===== config.mk =====
export PLATFORM = sky130hd
export DESIGN_NAME = distance_filter
export DESIGN_NICKNAME = d
export VERILOG_FILES = /design/src/rtl/distance_pkg.sv /design/src/rtl/moving_avg_buffer.sv /design/src/rtl/distance_filter.sv
export SDC_FILE = /design/constraint.sdc
export NUM_CORES = 1
export LEC_CHECK = 0
export BUFFER_PORTS_ARGS = -buffer_cell sky130_fd_sc_hd__buf_4
export CORE_ASPECT_RATIO = 2
export CORE_MARGIN = 2
export CORE_UTILIZATION = 25
export DETAILED_ROUTE_END_ITERATION = 7
export GPL_ROUTABILITY_DRIVEN = 0
export MAX_ROUTING_LAYER = met4
export PLACE_DENSITY = 0.38
export SLEW_MARGIN = 20
export SYNTH_ARGS = -nofsm -noshare
export SYNTH_HDL_FRONTEND = slang
export SYNTH_SLANG_ARGS = --single-unit

===== constraint.sdc =====
create_clock -name clk -period 4.81 [get_ports clk]
set_clock_uncertainty 0.1 [all_clocks]
set_input_delay 0.962 -clock clk [delete_from_list [all_inputs] [get_ports clk]]
set_output_delay 0.962 -clock clk [all_outputs]
set_load 0.1 [all_outputs]

===== src/rtl/distance_pkg.sv =====
// Shared types for the distance sensing path.
package distance_pkg;

  typedef logic [7:0] distance_t;

  typedef enum logic {
    FILL,
    RUN
  } filt_state_t;

  localparam distance_t DIST_TIMEOUT = 8'hFF;

endpackage


===== src/rtl/moving_avg_buffer.sv =====
// Circular sample buffer with running sum over 2^DEPTH_LOG2 entries.
module moving_avg_buffer #(
  parameter int WIDTH      = 8,
  parameter int DEPTH_LOG2 = 3,
  localparam int SW        = WIDTH + DEPTH_LOG2
) (
  input  logic             clk,
  input  logic             rst,
  input  logic             wr_en,
  input  logic [WIDTH-1:0] din,
  output logic [SW-1:0]    sum_next,
  output logic             wrap
);

  localparam int DEPTH = 1 << DEPTH_LOG2;

  logic [WIDTH-1:0]      buf_q [DEPTH];
  logic [WIDTH-1:0]      buf_d [DEPTH];
  logic [DEPTH_LOG2-1:0] ptr_q, ptr_d;
  logic [SW-1:0]         sum_q, sum_d;

  always_comb begin
    buf_d = buf_q;
    ptr_d = ptr_q;
    sum_d = sum_q;
    if (wr_en) begin
      // Oldest sample leaves as the new one enters.
      sum_d = sum_q + SW'(din) - SW'(buf_q[ptr_q]);
      buf_d[ptr_q] = din;
      ptr_d = ptr_q + DEPTH_LOG2'(1);
    end
  end

  assign sum_next = sum_d;
  assign wrap     = wr_en && (ptr_q == '1);

  always_ff @(posedge clk) begin
    if (rst) begin
      for (int i = 0; i < DEPTH; i++) buf_q[i] <= '0;
      ptr_q <= '0;
      sum_q <= '0;
    end else begin
      buf_q <= buf_d;
      ptr_q <= ptr_d;
      sum_q <= sum_d;
    end
  end

endmodule


===== src/rtl/distance_filter.sv =====
// Moving-average distance filter with hysteretic near flag.
// Optional DISTANCE_FILTER_DROPOUT_EN rejects all-ones timeout samples.
module distance_filter
  import distance_pkg::*;
#(
  parameter int WIDTH      = 8,
  parameter int DEPTH_LOG2 = 3,
  parameter int NEAR_CM    = 20,
  parameter int FAR_CM     = 30
) (
  input  logic             clk,
  input  logic             rst,
  input  logic [WIDTH-1:0] distance,
  input  logic             distance_valid,
  output logic [WIDTH-1:0] filtered,
  output logic             filtered_valid,
  output logic             near,
  output logic             full
`ifdef DISTANCE_FILTER_DROPOUT_EN
  ,
  output logic             dropout
`endif
);

  localparam int SW = WIDTH + DEPTH_LOG2;
  localparam logic [WIDTH-1:0] NEAR_V = WIDTH'(NEAR_CM);
  localparam logic [WIDTH-1:0] FAR_V  = WIDTH'(FAR_CM);

  logic             accept;
  logic [SW-1:0]    sum_next;
  logic             wrap;
  logic [WIDTH-1:0] avg;

  filt_state_t      state_q, state_d;
  logic [WIDTH-1:0] filtered_q, filtered_d;
  logic             fv_q, fv_d;
  logic             near_q, near_d;
  logic             full_q, full_d;
  logic             emit;

`ifdef DISTANCE_FILTER_DROPOUT_EN
  logic timeout;
  logic dropout_q, dropout_d;

  assign timeout   = distance == {WIDTH{1'b1}};
  assign accept    = distance_valid && !timeout;
  assign dropout_d = distance_valid && timeout;
  assign dropout   = dropout_q;

  always_ff @(posedge clk) begin
    if (rst) dropout_q <= 1'b0;
    else     dropout_q <= dropout_d;
  end
`else
  assign accept = distance_valid;
`endif

  moving_avg_buffer #(
    .WIDTH      (WIDTH),
    .DEPTH_LOG2 (DEPTH_LOG2)
  ) u_buf (
    .clk      (clk),
    .rst      (rst),
    .wr_en    (accept),
    .din      (distance),
    .sum_next (sum_next),
    .wrap     (wrap)
  );

  assign avg = WIDTH'(sum_next >> DEPTH_LOG2);

  always_comb begin
    state_d    = state_q;
    full_d     = full_q;
    filtered_d = filtered_q;
    near_d     = near_q;
    fv_d       = 1'b0;
    emit       = 1'b0;
    if (accept) begin
      unique case (state_q)
        // Pointer starts at zero, so its first wrap marks a full window.
        FILL: if (wrap) begin
          state_d = RUN;
          full_d  = 1'b1;
          emit    = 1'b1;
        end
        RUN: emit = 1'b1;
        default: state_d = FILL;
      endcase
    end
    if (emit) begin
      filtered_d = avg;
      fv_d       = 1'b1;
      if (avg < NEAR_V)     near_d = 1'b1;
      else if (avg > FAR_V) near_d = 1'b0;
    end
  end

  always_ff @(posedge clk) begin
    if (rst) begin
      state_q    <= FILL;
      full_q     <= 1'b0;
      filtered_q <= '0;
      fv_q       <= 1'b0;
      near_q     <= 1'b0;
    end else begin
      state_q    <= state_d;
      full_q     <= full_d;
      filtered_q <= filtered_d;
      fv_q       <= fv_d;
      near_q     <= near_d;
    end
  end

  assign filtered       = filtered_q;
  assign filtered_valid = fv_q;
  assign near           = near_q;
  assign full           = full_q;

endmodule


==> results.txt <==
CTS tree: done
VDD IR-drop max: 0.0001753 V
syn_area_per_cell: 8.468 um2
drt initial violations: 190
Detail Placement HPWL: 10,620 um
dpl ws: 0.4647 ns
Worst-Skew Late Latency: 0.35 ns
Setup Viol. Count Final: 0
Mapped Area: 0.004531 mm2
Achievable Freq: 0.2323 GHz
total vias in the final route: 3,710
cell taking the most area after synthesis: dfxtp_1
area delta synth->final: 14.91%
Core Rows: 69
pin count of the biggest net entering global routing: 90
outcome: finished, final reports clean
Starting Density: 25.47%
Final Max Slew Viols: 0
P_leak: 1.940 nW
Critical R2R Launch: u_buf.ptr_q[1]
Critical Path RT: 5.01 ns
first-pass GRT wire length: 21,960 um
Diodes inserted: 0
WHS Path Cells: 2
EDFF count, synth: 0
final setup margin: 0.5057 ns
Slew Limit Headroom: 34.62%
final period demand of the worst path: 4.304 ns
Remaining DRCs: 0
Final #Nets: 578
Yosys cell types: 52
vias per inst: 4.856
Final Hold Fails: 0
FF+latch count, synth: 90
Resized cells post-CTS: 0
worst-case hold path end point: filtered[2]
grt total ovfl: 0
Clock Tree Buf Depth: 2
type of origin of the critical path: flop
maxcap violations: 0
Area after DPL: 0.004876 mm2
GRT Resource Usage Total: 15.77%
Worst Path Max Fanout: 21
hold wc startpoint: filtered[2]
hold slack: 0.3548 ns
Worst Hold Class: reg -> reg
DRT Pass-1 Iters: 5
PwrDens: 466.7 mW/mm2
buffers added on ports: 21
Setup CP Type: reg -> reg
CTS Buf Count: 9
RSZ-0062 raised after global routing: false
top cell type's share of synthesized area: 39.77%
setup TNS: 0 ns
post-synthesis cell count: 535
Yosys warnings: 0
Sink Count: 90
Seq/Total Area, Yosys: 39.77%
most common flop cell mapped by yosys: dfxtp_1
setup bufs post-CTS: 0
I/O Pins: 22
antenna violations before repair: 0
Max H-tree Level: 3
routed len/inst: 18.64 um
Final period util: 89.49%
share of cells above drive strength 1: 13.79%
FF-to-FF End: near
Worst Tran Pin Value: 0.9808 ns
path depth of the worst reg2reg path: 13
Critical Path Sink Type: flop
critical path data arrival time: 4.50 ns
Synth area leaders: dfxtp_1, nand2_1, a21oi_1
Worst-path clk slew: 0.07 ns
synthesized net count: 567
cts hold-fix bufs: 0
Die X: 99.19 um
final WL: 14,240 um
final instance area: 0.005206 mm2
Async S/R FF share, synth: 0%
Clock Tree Root: clkbuf_16
Die Height: 194.4 um
Die ar.: 0.01928 mm2
setup slack, reg-to-reg: 0.51 ns
vias in the first global route: 3,765
core area: 0.01778 mm2
Routed Antenna Nets: 0
==> layout make-up <==
| type | instances | area, um2 |
|---|---|---|
| tap | 213 | 266.5 |
| multi-input combinational | 379 | 2455 |
| sequential | 90 | 1802 |
| clock buffer | 12 | 256.5 |
| timing repair buffer | 28 | 210.2 |
| fill | 1921 | 12580 |
| inverter | 38 | 142.6 |
| clock inverter | 4 | 73.82 |
==> placed cells by master, fill, tap and decap left out, drive strengths merged, types with 3 or more instances in the layout <==
cell,instances
dfxtp,90
a21oi,77
nand2b,3
mux2,8
xnor2,5
buf,28
a211oi,7
xor2,3
fa,8
ha,13
nand3,6
nand4,4
a21o,3
or3,3
nand2,147
mux2i,7
nor2,32
nor3,5
o21a,3
clkbuf,12
a31oi,3
inv,38
mux4,16
o21ai,5
nor2b,3
==> critical path, stage by stage (launching register included) <==
cell      delay [ns]
dfxtp_1         0.91
mux4_2          0.42
mux2_2          0.29
ha_1            0.27
inv_1           0.04
ha_1            0.23
fa_1            0.44
a21o_1          0.22
nand4_2         0.14
a31oi_4         0.12
or3_4           0.39
a31o_1          0.25
a211oi_2        0.23
o221a_1         0.20
==> power by group <==
group          leakage (nW)  internal (W)  switching, W  total [W]
Sequential            0.729      0.000787     0.0000335   0.000821
Combinational          1.05      0.000321      0.000495   0.000816
Clock                 0.163      0.000484      0.000309   0.000793
==> cells in the mapped netlist (3+ instances only) <==
cell type and instances:
nand2_1 146, dfxtp_1 90, a21oi_1 76, inv_1 38, nor2_1 31, clkbuf_1 20
mux4_2 16, ha_1 13, fa_1 8, mux2_2 8, mux2i_1 7, a211oi_1 6
nand3_1 6, nor3_1 5, xnor2_1 5, a21o_1 3, buf_2 3, buf_6 3
nand2b_1 3, nand4_1 3, nor2b_1 3, o21a_1 3, o21ai_1 3, xor2_1 3
==> worst max-delay path by stage <==
stage | slack [ns] | cells past startpoint | from | end
floorplan | 0.68 | 14 | u_buf.ptr_q[0] | near
CTS | 0.47 | 13 | u_buf.ptr_q[1] | near
global placement | 0.50 | 13 | u_buf.ptr_q[1] | near
global route | 0.25 | 12 | u_buf.ptr_q[0] | near
detailed placement | 0.46 | 13 | u_buf.ptr_q[1] | near
finish | 0.51 | 13 | u_buf.ptr_q[1] | near
==> kinds of logic after synthesis <==
| kind of cell | count (synthesis) | share of synthesized area (%) |
|---|---|---|
| buffers and inverters | 66 | 6.048 |
| adder cells (fa/ha/maj) | 21 | 7.125 |
| multiplexers | 31 | 11.49 |
| XOR/XNOR | 8 | 1.547 |
| AND/OR/NAND/NOR | 210 | 19.44 |
| AO/OA/AOI/OAI | 109 | 14.58 |
| flip-flops | 90 | 39.77 |
==> through the flow <==
| step | power [W] | instances | utilization (%) |
|---|---|---|---|
| 2_1_floorplan | 0.001445 | 535 | - |
| 3_3_place_gp | 0.001654 | 748 | 27.42 |
| 3_5_place_dp | 0.001658 | 748 | 27.42 |
| 4_1_cts | 0.002462 | 764 | 29.27 |
| 5_1_grt | 0.002571 | 764 | 29.27 |
| 6_report | 0.002430 | 764 | 29.27 |
==> layer usage <==
layer,GRT usage (%),wire length [um],vias to the layer above
met5,-,0,-
met4,8.219,541,0
met3,1.438,222,27
met2,30.46,8649,56
met1,14.90,4828,1804
li1,-,-,1823
==> sequential cells by signal, summed over array words and instances, names as in the netlist <==
| signal | cells |
|---|---|
| filtered_valid | 1 |
| full | 1 |
| u_buf.buf_q | 64 |
| state_q | 1 |
| u_buf.ptr_q | 3 |
| near | 1 |
| u_buf.sum_q | 11 |
| filtered | 8 |
(Power assumes the default switching activity.)
